$ cat src/rtl/fetch_responder_if.sv
// Instruction-memory read port used by fetch_responder: registered address,
// one-cycle read pulse, and returned data qualified by a valid strobe.
interface fetch_responder_if #(
  parameter int ADDR_W = 8,
  parameter int DATA_W = 8
);
  logic [ADDR_W-1:0] mem_addr;
  logic              mem_rd;
  logic [DATA_W-1:0] mem_rdata;
  logic              mem_rvalid;

  modport master (
    output mem_addr,
    output mem_rd,
    input  mem_rdata,
    input  mem_rvalid
  );

  modport slave (
    input  mem_addr,
    input  mem_rd,
    output mem_rdata,
    output mem_rvalid
  );
endinterface

$ cat src/rtl/fetch_responder.sv
// Datapath responder to the sequencer's enable vector: fetches, buffers and decodes
// instruction words. Optional macro FETCH_TIMEOUT_EN adds a WAIT timeout and sticky fetch_err.
module fetch_responder #(
  parameter int ADDR_W  = 8,
  parameter int DATA_W  = 8,
  parameter int TIMEOUT = 15
) (
  input  logic                clk,
  input  logic                clr,
  input  logic [5:0]          inst_en,
  fetch_responder_if.master   mem,
  output logic [2:0]          op,
  output logic                op_valid,
  output logic [ADDR_W-1:0]   addr,
  output logic [DATA_W-1:0]   x,
  output logic [DATA_W-1:0]   y,
  output logic                busy,
  output logic                fetch_err
);

  localparam int OPND_W = DATA_W - 3;

  typedef enum logic [1:0] {
    S_IDLE = 2'd0,
    S_REQ  = 2'd1,
    S_WAIT = 2'd2
  } state_t;

  state_t state_q, state_d;

  logic [ADDR_W-1:0] pc_q, pc_d;
  logic [ADDR_W-1:0] mem_addr_q, mem_addr_d;
  logic [ADDR_W-1:0] addr_q, addr_d;
  logic [DATA_W-1:0] ibuf_q, ibuf_d;
  logic [DATA_W-1:0] ir_q, ir_d;
  logic [DATA_W-1:0] x_q, x_d;
  logic [DATA_W-1:0] y_q, y_d;
  logic [2:0]        op_q, op_d;
  logic              ibuf_full_q, ibuf_full_d;
  logic              op_valid_q, op_valid_d;
  logic              mem_rd_q, mem_rd_d;

  logic pc_en, inst_en_b, addr_en, y_en, op_en, x_en;
  logic start, capture, timeout;
  logic [ADDR_W-1:0] opnd_addr;

  assign pc_en     = inst_en[5];
  assign inst_en_b = inst_en[4];
  assign addr_en   = inst_en[3];
  assign y_en      = inst_en[2];
  assign op_en     = inst_en[1];
  assign x_en      = inst_en[0];

  // A full buffer only blocks a new fetch when INST_EN is not draining it this cycle.
  assign start   = (state_q == S_IDLE) && pc_en && (!ibuf_full_q || inst_en_b);
  assign capture = (state_q == S_WAIT) && mem.mem_rvalid;

  // Operand field zero-extended or truncated to the address width.
  genvar gi;
  generate
    for (gi = 0; gi < ADDR_W; gi++) begin : g_opnd_addr
      if (gi < OPND_W) begin : g_bit
        assign opnd_addr[gi] = ir_q[gi];
      end else begin : g_zero
        assign opnd_addr[gi] = 1'b0;
      end
    end
  endgenerate

`ifdef FETCH_TIMEOUT_EN
  localparam int CNT_W = (TIMEOUT > 1) ? $clog2(TIMEOUT + 1) : 1;

  logic [CNT_W-1:0] wait_cnt_q, wait_cnt_d;
  logic             fetch_err_q, fetch_err_d;

  // The counter restarts whenever WAIT is not occupied, so it reads 0 on entry.
  assign timeout = (state_q == S_WAIT) && !mem.mem_rvalid &&
                   (wait_cnt_q == CNT_W'(TIMEOUT - 1));

  always_comb begin
    wait_cnt_d  = '0;
    fetch_err_d = fetch_err_q | timeout;
    if (state_q == S_WAIT) begin
      wait_cnt_d = wait_cnt_q + CNT_W'(1);
    end
  end

  always_ff @(posedge clk or negedge clr) begin
    if (!clr) begin
      wait_cnt_q  <= '0;
      fetch_err_q <= 1'b0;
    end else begin
      wait_cnt_q  <= wait_cnt_d;
      fetch_err_q <= fetch_err_d;
    end
  end

  assign fetch_err = fetch_err_q;
`else
  assign timeout   = 1'b0;
  assign fetch_err = 1'b0;
`endif

  always_comb begin
    state_d     = state_q;
    pc_d        = pc_q;
    mem_addr_d  = mem_addr_q;
    mem_rd_d    = 1'b0;
    ibuf_d      = ibuf_q;
    ibuf_full_d = ibuf_full_q;
    ir_d        = ir_q;
    addr_d      = addr_q;
    op_d        = op_q;
    op_valid_d  = 1'b0;
    x_d         = x_q;
    y_d         = y_q;

    case (state_q)
      S_IDLE: begin
        if (start) begin
          state_d    = S_REQ;
          mem_rd_d   = 1'b1;
          mem_addr_d = pc_q;
        end
      end
      S_REQ: begin
        state_d = S_WAIT;
      end
      S_WAIT: begin
        if (capture) begin
          state_d = S_IDLE;
          ibuf_d  = mem.mem_rdata;
          pc_d    = pc_q + ADDR_W'(1);
          if (!inst_en_b) begin
            ibuf_full_d = 1'b1;
          end
        end else if (timeout) begin
          state_d = S_IDLE;
        end
      end
      default: state_d = S_IDLE;
    endcase

    // A word arriving with INST_EN bypasses the buffer straight into ir.
    if (inst_en_b) begin
      if (capture) begin
        ir_d = mem.mem_rdata;
      end else if (ibuf_full_q) begin
        ir_d        = ibuf_q;
        ibuf_full_d = 1'b0;
      end
    end

    if (addr_en) begin
      addr_d = opnd_addr;
    end
    if (op_en) begin
      op_d       = ir_q[DATA_W-1:DATA_W-3];
      op_valid_d = 1'b1;
    end
    if (x_en) begin
      x_d = {3'b000, ir_q[OPND_W-1:0]};
    end
    if (y_en) begin
      y_d = x_q;
    end
  end

  always_ff @(posedge clk or negedge clr) begin
    if (!clr) begin
      state_q     <= S_IDLE;
      pc_q        <= '0;
      mem_addr_q  <= '0;
      mem_rd_q    <= 1'b0;
      ibuf_q      <= '0;
      ibuf_full_q <= 1'b0;
      ir_q        <= '0;
      addr_q      <= '0;
      op_q        <= '0;
      op_valid_q  <= 1'b0;
      x_q         <= '0;
      y_q         <= '0;
    end else begin
      state_q     <= state_d;
      pc_q        <= pc_d;
      mem_addr_q  <= mem_addr_d;
      mem_rd_q    <= mem_rd_d;
      ibuf_q      <= ibuf_d;
      ibuf_full_q <= ibuf_full_d;
      ir_q        <= ir_d;
      addr_q      <= addr_d;
      op_q        <= op_d;
      op_valid_q  <= op_valid_d;
      x_q         <= x_d;
      y_q         <= y_d;
    end
  end

  assign mem.mem_addr = mem_addr_q;
  assign mem.mem_rd   = mem_rd_q;
  assign op           = op_q;
  assign op_valid     = op_valid_q;
  assign addr         = addr_q;
  assign x            = x_q;
  assign y            = y_q;
  assign busy         = (state_q != S_IDLE);

endmodule

$ cat src/flat_wrapper.sv
// flat-port wrapper written by rule: the top's interface ports become plain ports
module fetch_responder_flat 
#(
  parameter int ADDR_W  = 8,
  parameter int DATA_W  = 8,
  parameter int TIMEOUT = 15
)
  (clk, clr, inst_en, op, op_valid, addr, x, y, busy, fetch_err, mem_mem_addr, mem_mem_rd, mem_mem_rdata, mem_mem_rvalid);
  fetch_responder_if #(.ADDR_W(ADDR_W), .DATA_W(DATA_W)) mem_i ();
  input  logic clk;
  input  logic clr;
  input  logic [5:0] inst_en;
  output logic [2:0] op;
  output logic op_valid;
  output logic [ADDR_W-1:0] addr;
  output logic [DATA_W-1:0] x;
  output logic [DATA_W-1:0] y;
  output logic busy;
  output logic fetch_err;
  output wire logic [$bits(mem_i.mem_addr)-1:0] mem_mem_addr;
  output wire logic [$bits(mem_i.mem_rd)-1:0] mem_mem_rd;
  input wire logic [$bits(mem_i.mem_rdata)-1:0] mem_mem_rdata;
  input wire logic [$bits(mem_i.mem_rvalid)-1:0] mem_mem_rvalid;
  assign mem_mem_addr = mem_i.mem_addr;
  assign mem_mem_rd = mem_i.mem_rd;
  assign mem_i.mem_rdata = mem_mem_rdata;
  assign mem_i.mem_rvalid = mem_mem_rvalid;
  fetch_responder #(.ADDR_W(ADDR_W), .DATA_W(DATA_W), .TIMEOUT(TIMEOUT)) u_core (.clk(clk), .clr(clr), .inst_en(inst_en), .mem(mem_i), .op(op), .op_valid(op_valid), .addr(addr), .x(x), .y(y), .busy(busy), .fetch_err(fetch_err));
endmodule
$ cat config.mk
export PLATFORM = sky130hd
export DESIGN_NAME = fetch_responder_flat
export DESIGN_NICKNAME = d
export VERILOG_FILES = /design/src/rtl/fetch_responder_if.sv /design/src/rtl/fetch_responder.sv /design/src/flat_wrapper.sv
export SDC_FILE = /design/constraint.sdc
export NUM_CORES = 1
export LEC_CHECK = 0
export BUFFER_PORTS_ARGS = -buffer_cell sky130_fd_sc_hd__buf_2
export CAP_MARGIN = 30
export CORE_MARGIN = 5
export CORE_UTILIZATION = 40
export DETAILED_ROUTE_END_ITERATION = 8
export GPL_ROUTABILITY_DRIVEN = 0
export PLACE_DENSITY = 0.59
export SYNTH_ARGS = -nofsm -noshare
export SYNTH_HDL_FRONTEND = slang
export SYNTH_SLANG_ARGS = --single-unit
export TNS_END_PERCENT = 10
$ cat constraint.sdc
create_clock -name clk -period 1.4 [get_ports clk]
set_input_delay 0.14 -clock clk [delete_from_list [all_inputs] [get_ports clk]]
set_output_delay 0.14 -clock clk [all_outputs]
set_load 0.005 [all_outputs]
==> metrics.txt <==
ys flop type=dfrtp_1; Max Fanout on Critical Path=8; Core Footprint=~6000 µm²; CP max stage delay=0.41 ns; r2r worst-path depth=3; Non-Filler Instances=between 300 and 400; Final ANT Viol Nets=0; Ys Warns=0; synthesized flop and latch total=between 50 and 60; Die X=between 80 and 90 µm; root buf cell=clkbuf_8; RSZ-0062 raised after global routing=no; vias per inst=between 4 and 5; clock latency at the later pin of the worst-skew pair=approximately 0.30 ns; Peak VDD IR=between 0.6 and 0.7 mV; Residual DRC=0; register area share after synthesis=0.579; met3 WL=308 µm; Final Power=~5400 µW; Place WS=0.135 ns; Pre-Repair DR Iteration Count=4; CP required=roughly 1.6 ns; I/O Buffers=45; layout cells sized above 1=0.393; Core Util, Final=0.485; Tmin final=1.29 ns; Slew Viols, Final=0; Reg2Reg Setup Slack=~0.11 ns; fmax=between 700 and 800 MHz; DR WL met2=1970 µm; Synth Instances=182; Worst path top cell family by delay=flip-flops; I/O pin total=between 50 and 60; Final Hold Viols=0; clk buf depth=2; Worst Hold Class=input port to register; Max Used Layer=met4; 1st-iter DRT viols=50; DPL Wire Length=3150 µm; worst r2r src=u_core.state_q[0]; final setup violation count=0; Area Overhead vs Synth=19.4%; fraction of registers with async set/reset=1.00; H-tree depth=2; clk slew on worst S/H paths=around 0.090 ns; Post-Place Cells=around 300; Maximum Capacitance Violations=0; vias in the first global route=1400; critical path type=register to register; # rows=28; Setup Fix Bufs, Post-CTS=0; initial antenna violation count=0; CP Data Arrival Time=around 1.5 ns; drt total wl=approximately 4200 µm; CTS Sinks=55; DIE AREA=7580 µm²; synthesized area per cell=roughly 13 µm²; P_leak=between 0.001 and 0.0015 µW; Initial Util=0.406; CTS tree=done; CP Depth=3; final setup skew=~0.0037 ns; fill count=between 500 and 600; wire length per cell=between 10 and 15 µm; metal1 wirelength=between 1500 and 2000 µm; Antenna Diode Count=0; setup TNS=0 ns; Cell Area, Synth=2380 µm²; Synth cell types=27; pwr dens=about 1900 nW/µm²; Worst Setup End Kind=register; commonest non-fill, non-tap cell in the layout=dfrtp_1; nets@finish=between 200 and 300; Worst Setup Start Kind=register; setup ws final=roughly 0.11 ns; CTS buffer count=5; worst setup path start=u_core.state_q[0]; die span in y=a little under 90 µm; most frequent cells in the layout=55 x dfrtp_1, 45 x buf_2, 29 x nand2_1; vias post-DR=1460; number of synthesized flops with an enable pin=0; global-route usage over all layers=0.119; CP cell instances=and3b_1 > o21a_4 > a2bb2oi_2; period utilisation layout=0.919; CP endpoint=u_core.ir_q[1]; Overflow after GRT=0; Crit-path slowest cell=dfrtp_1; run status=completed; largest net degree at the start of global routing=24; first-pass GRT wire length=roughly 7000 µm; Buf/Inv on CP=0; R2R Path End=u_core.ir_q[1]
[worst min-delay path, cell delays in order]
cell and delay [ns]:
buf_2 0.09, nand2_1 0.04, nand2_1 0.05
[how the worst min path moves through the flow]
| stage | start | end | slack (ns) | cells past startpoint |
|---|---|---|---|---|
| after floorplan | clr | u_core.addr[0] | -0.16 | 0 |
| after global placement | clr | u_core.mem.mem_rd | 0.11 | 1 |
| after detailed placement | clr | u_core.mem.mem_rd | 0.12 | 1 |
| after CTS | mem_mem_rdata[5] | u_core.ibuf_q[5] | 0.03 | 3 |
| after global routing | mem_mem_rdata[2] | u_core.ibuf_q[2] | 0.03 | 3 |
| final | mem_mem_rdata[5] | u_core.ibuf_q[5] | 0.04 | 3 |
[cell type report]
type,instances,area [µm²],area share
Clock buffer,6,82.6,0.0291
Clock inverter,2,35.0,0.0123
Inverter,5,18.8,0.00661
Multi-Input combinational cell,115,893,0.315
Sequential cell,55,1380,0.485
Tap cell,75,93.8,0.0331
Timing Repair Buffer,56,338,0.119
[cells in the mapped netlist, types with 2 or more instances]
library cell,n,area share
xnor2_1,4,0.015
mux2_2,20,0.095
xor2_1,3,0.011
nand4_1,3,0.0079
buf_6,3,0.014
buf_2,2,0.0042
dfrtp_1,55,0.58
inv_1,5,0.0079
nor2_2,2,0.0053
mux2i_1,8,0.034
a21oi_1,2,0.0042
nor3_1,2,0.0042
a2bb2oi_2,8,0.051
buf_4,10,0.032
mux2_1,6,0.028
nand2b_1,9,0.024
nand2_1,29,0.046
nand3b_1,2,0.0063
[where the power goes]
group / switching (µW) / total (µW) / internal (µW)
clock network: 486 / 1070 / 579
logic: 683 / 1660 / 973
registers: 403 / 2630 / 2230
[metal layers]
layer  vias to the layer above  track usage
met5                         -            0
met4                         0       0.0502
met3                         8       0.0331
met2                        44        0.182
met1                       711        0.157
li1                        697            -
[flip-flops by register name (all words and copies together), names as in the netlist]
register,count
u_core.addr,5
u_core.ibuf_full_q,1
u_core.ibuf_q,8
u_core.ir_q,8
u_core.mem.mem_addr,8
u_core.mem.mem_rd,1
u_core.op,3
u_core.op_valid,1
u_core.pc_q,8
u_core.state_q,2
u_core.x,5
u_core.y,5
[stage by stage]
stage | hold WS (ns) | instance area (µm²)
floorplan | -0.156 | 2410
global placement | 0.114 | 2700
detailed placement | 0.118 | 2700
CTS | 0.0312 | 2840
global route | 0.0319 | 2840
finish | 0.0411 | 2840
[logic make-up after synthesis]
logic type               synth area share
buffers and inverters              0.0595
multiplexers                        0.157
AO/OA/AOI/OAI                      0.0632
other                             0.00158
XOR/XNOR                           0.0258
adder cells (fa/ha/maj)           0.00526
flip-flops                          0.579
AND/OR/NAND/NOR                     0.109
[repair_timing]
action | in CTS | in global routing
hold buffers | 2 | 0
hold endpoints to repair | 17 | 0
resized for setup | 0 | 0
endpoints found under the setup margin | 0 | 0
(Power assumes the default switching activity.)
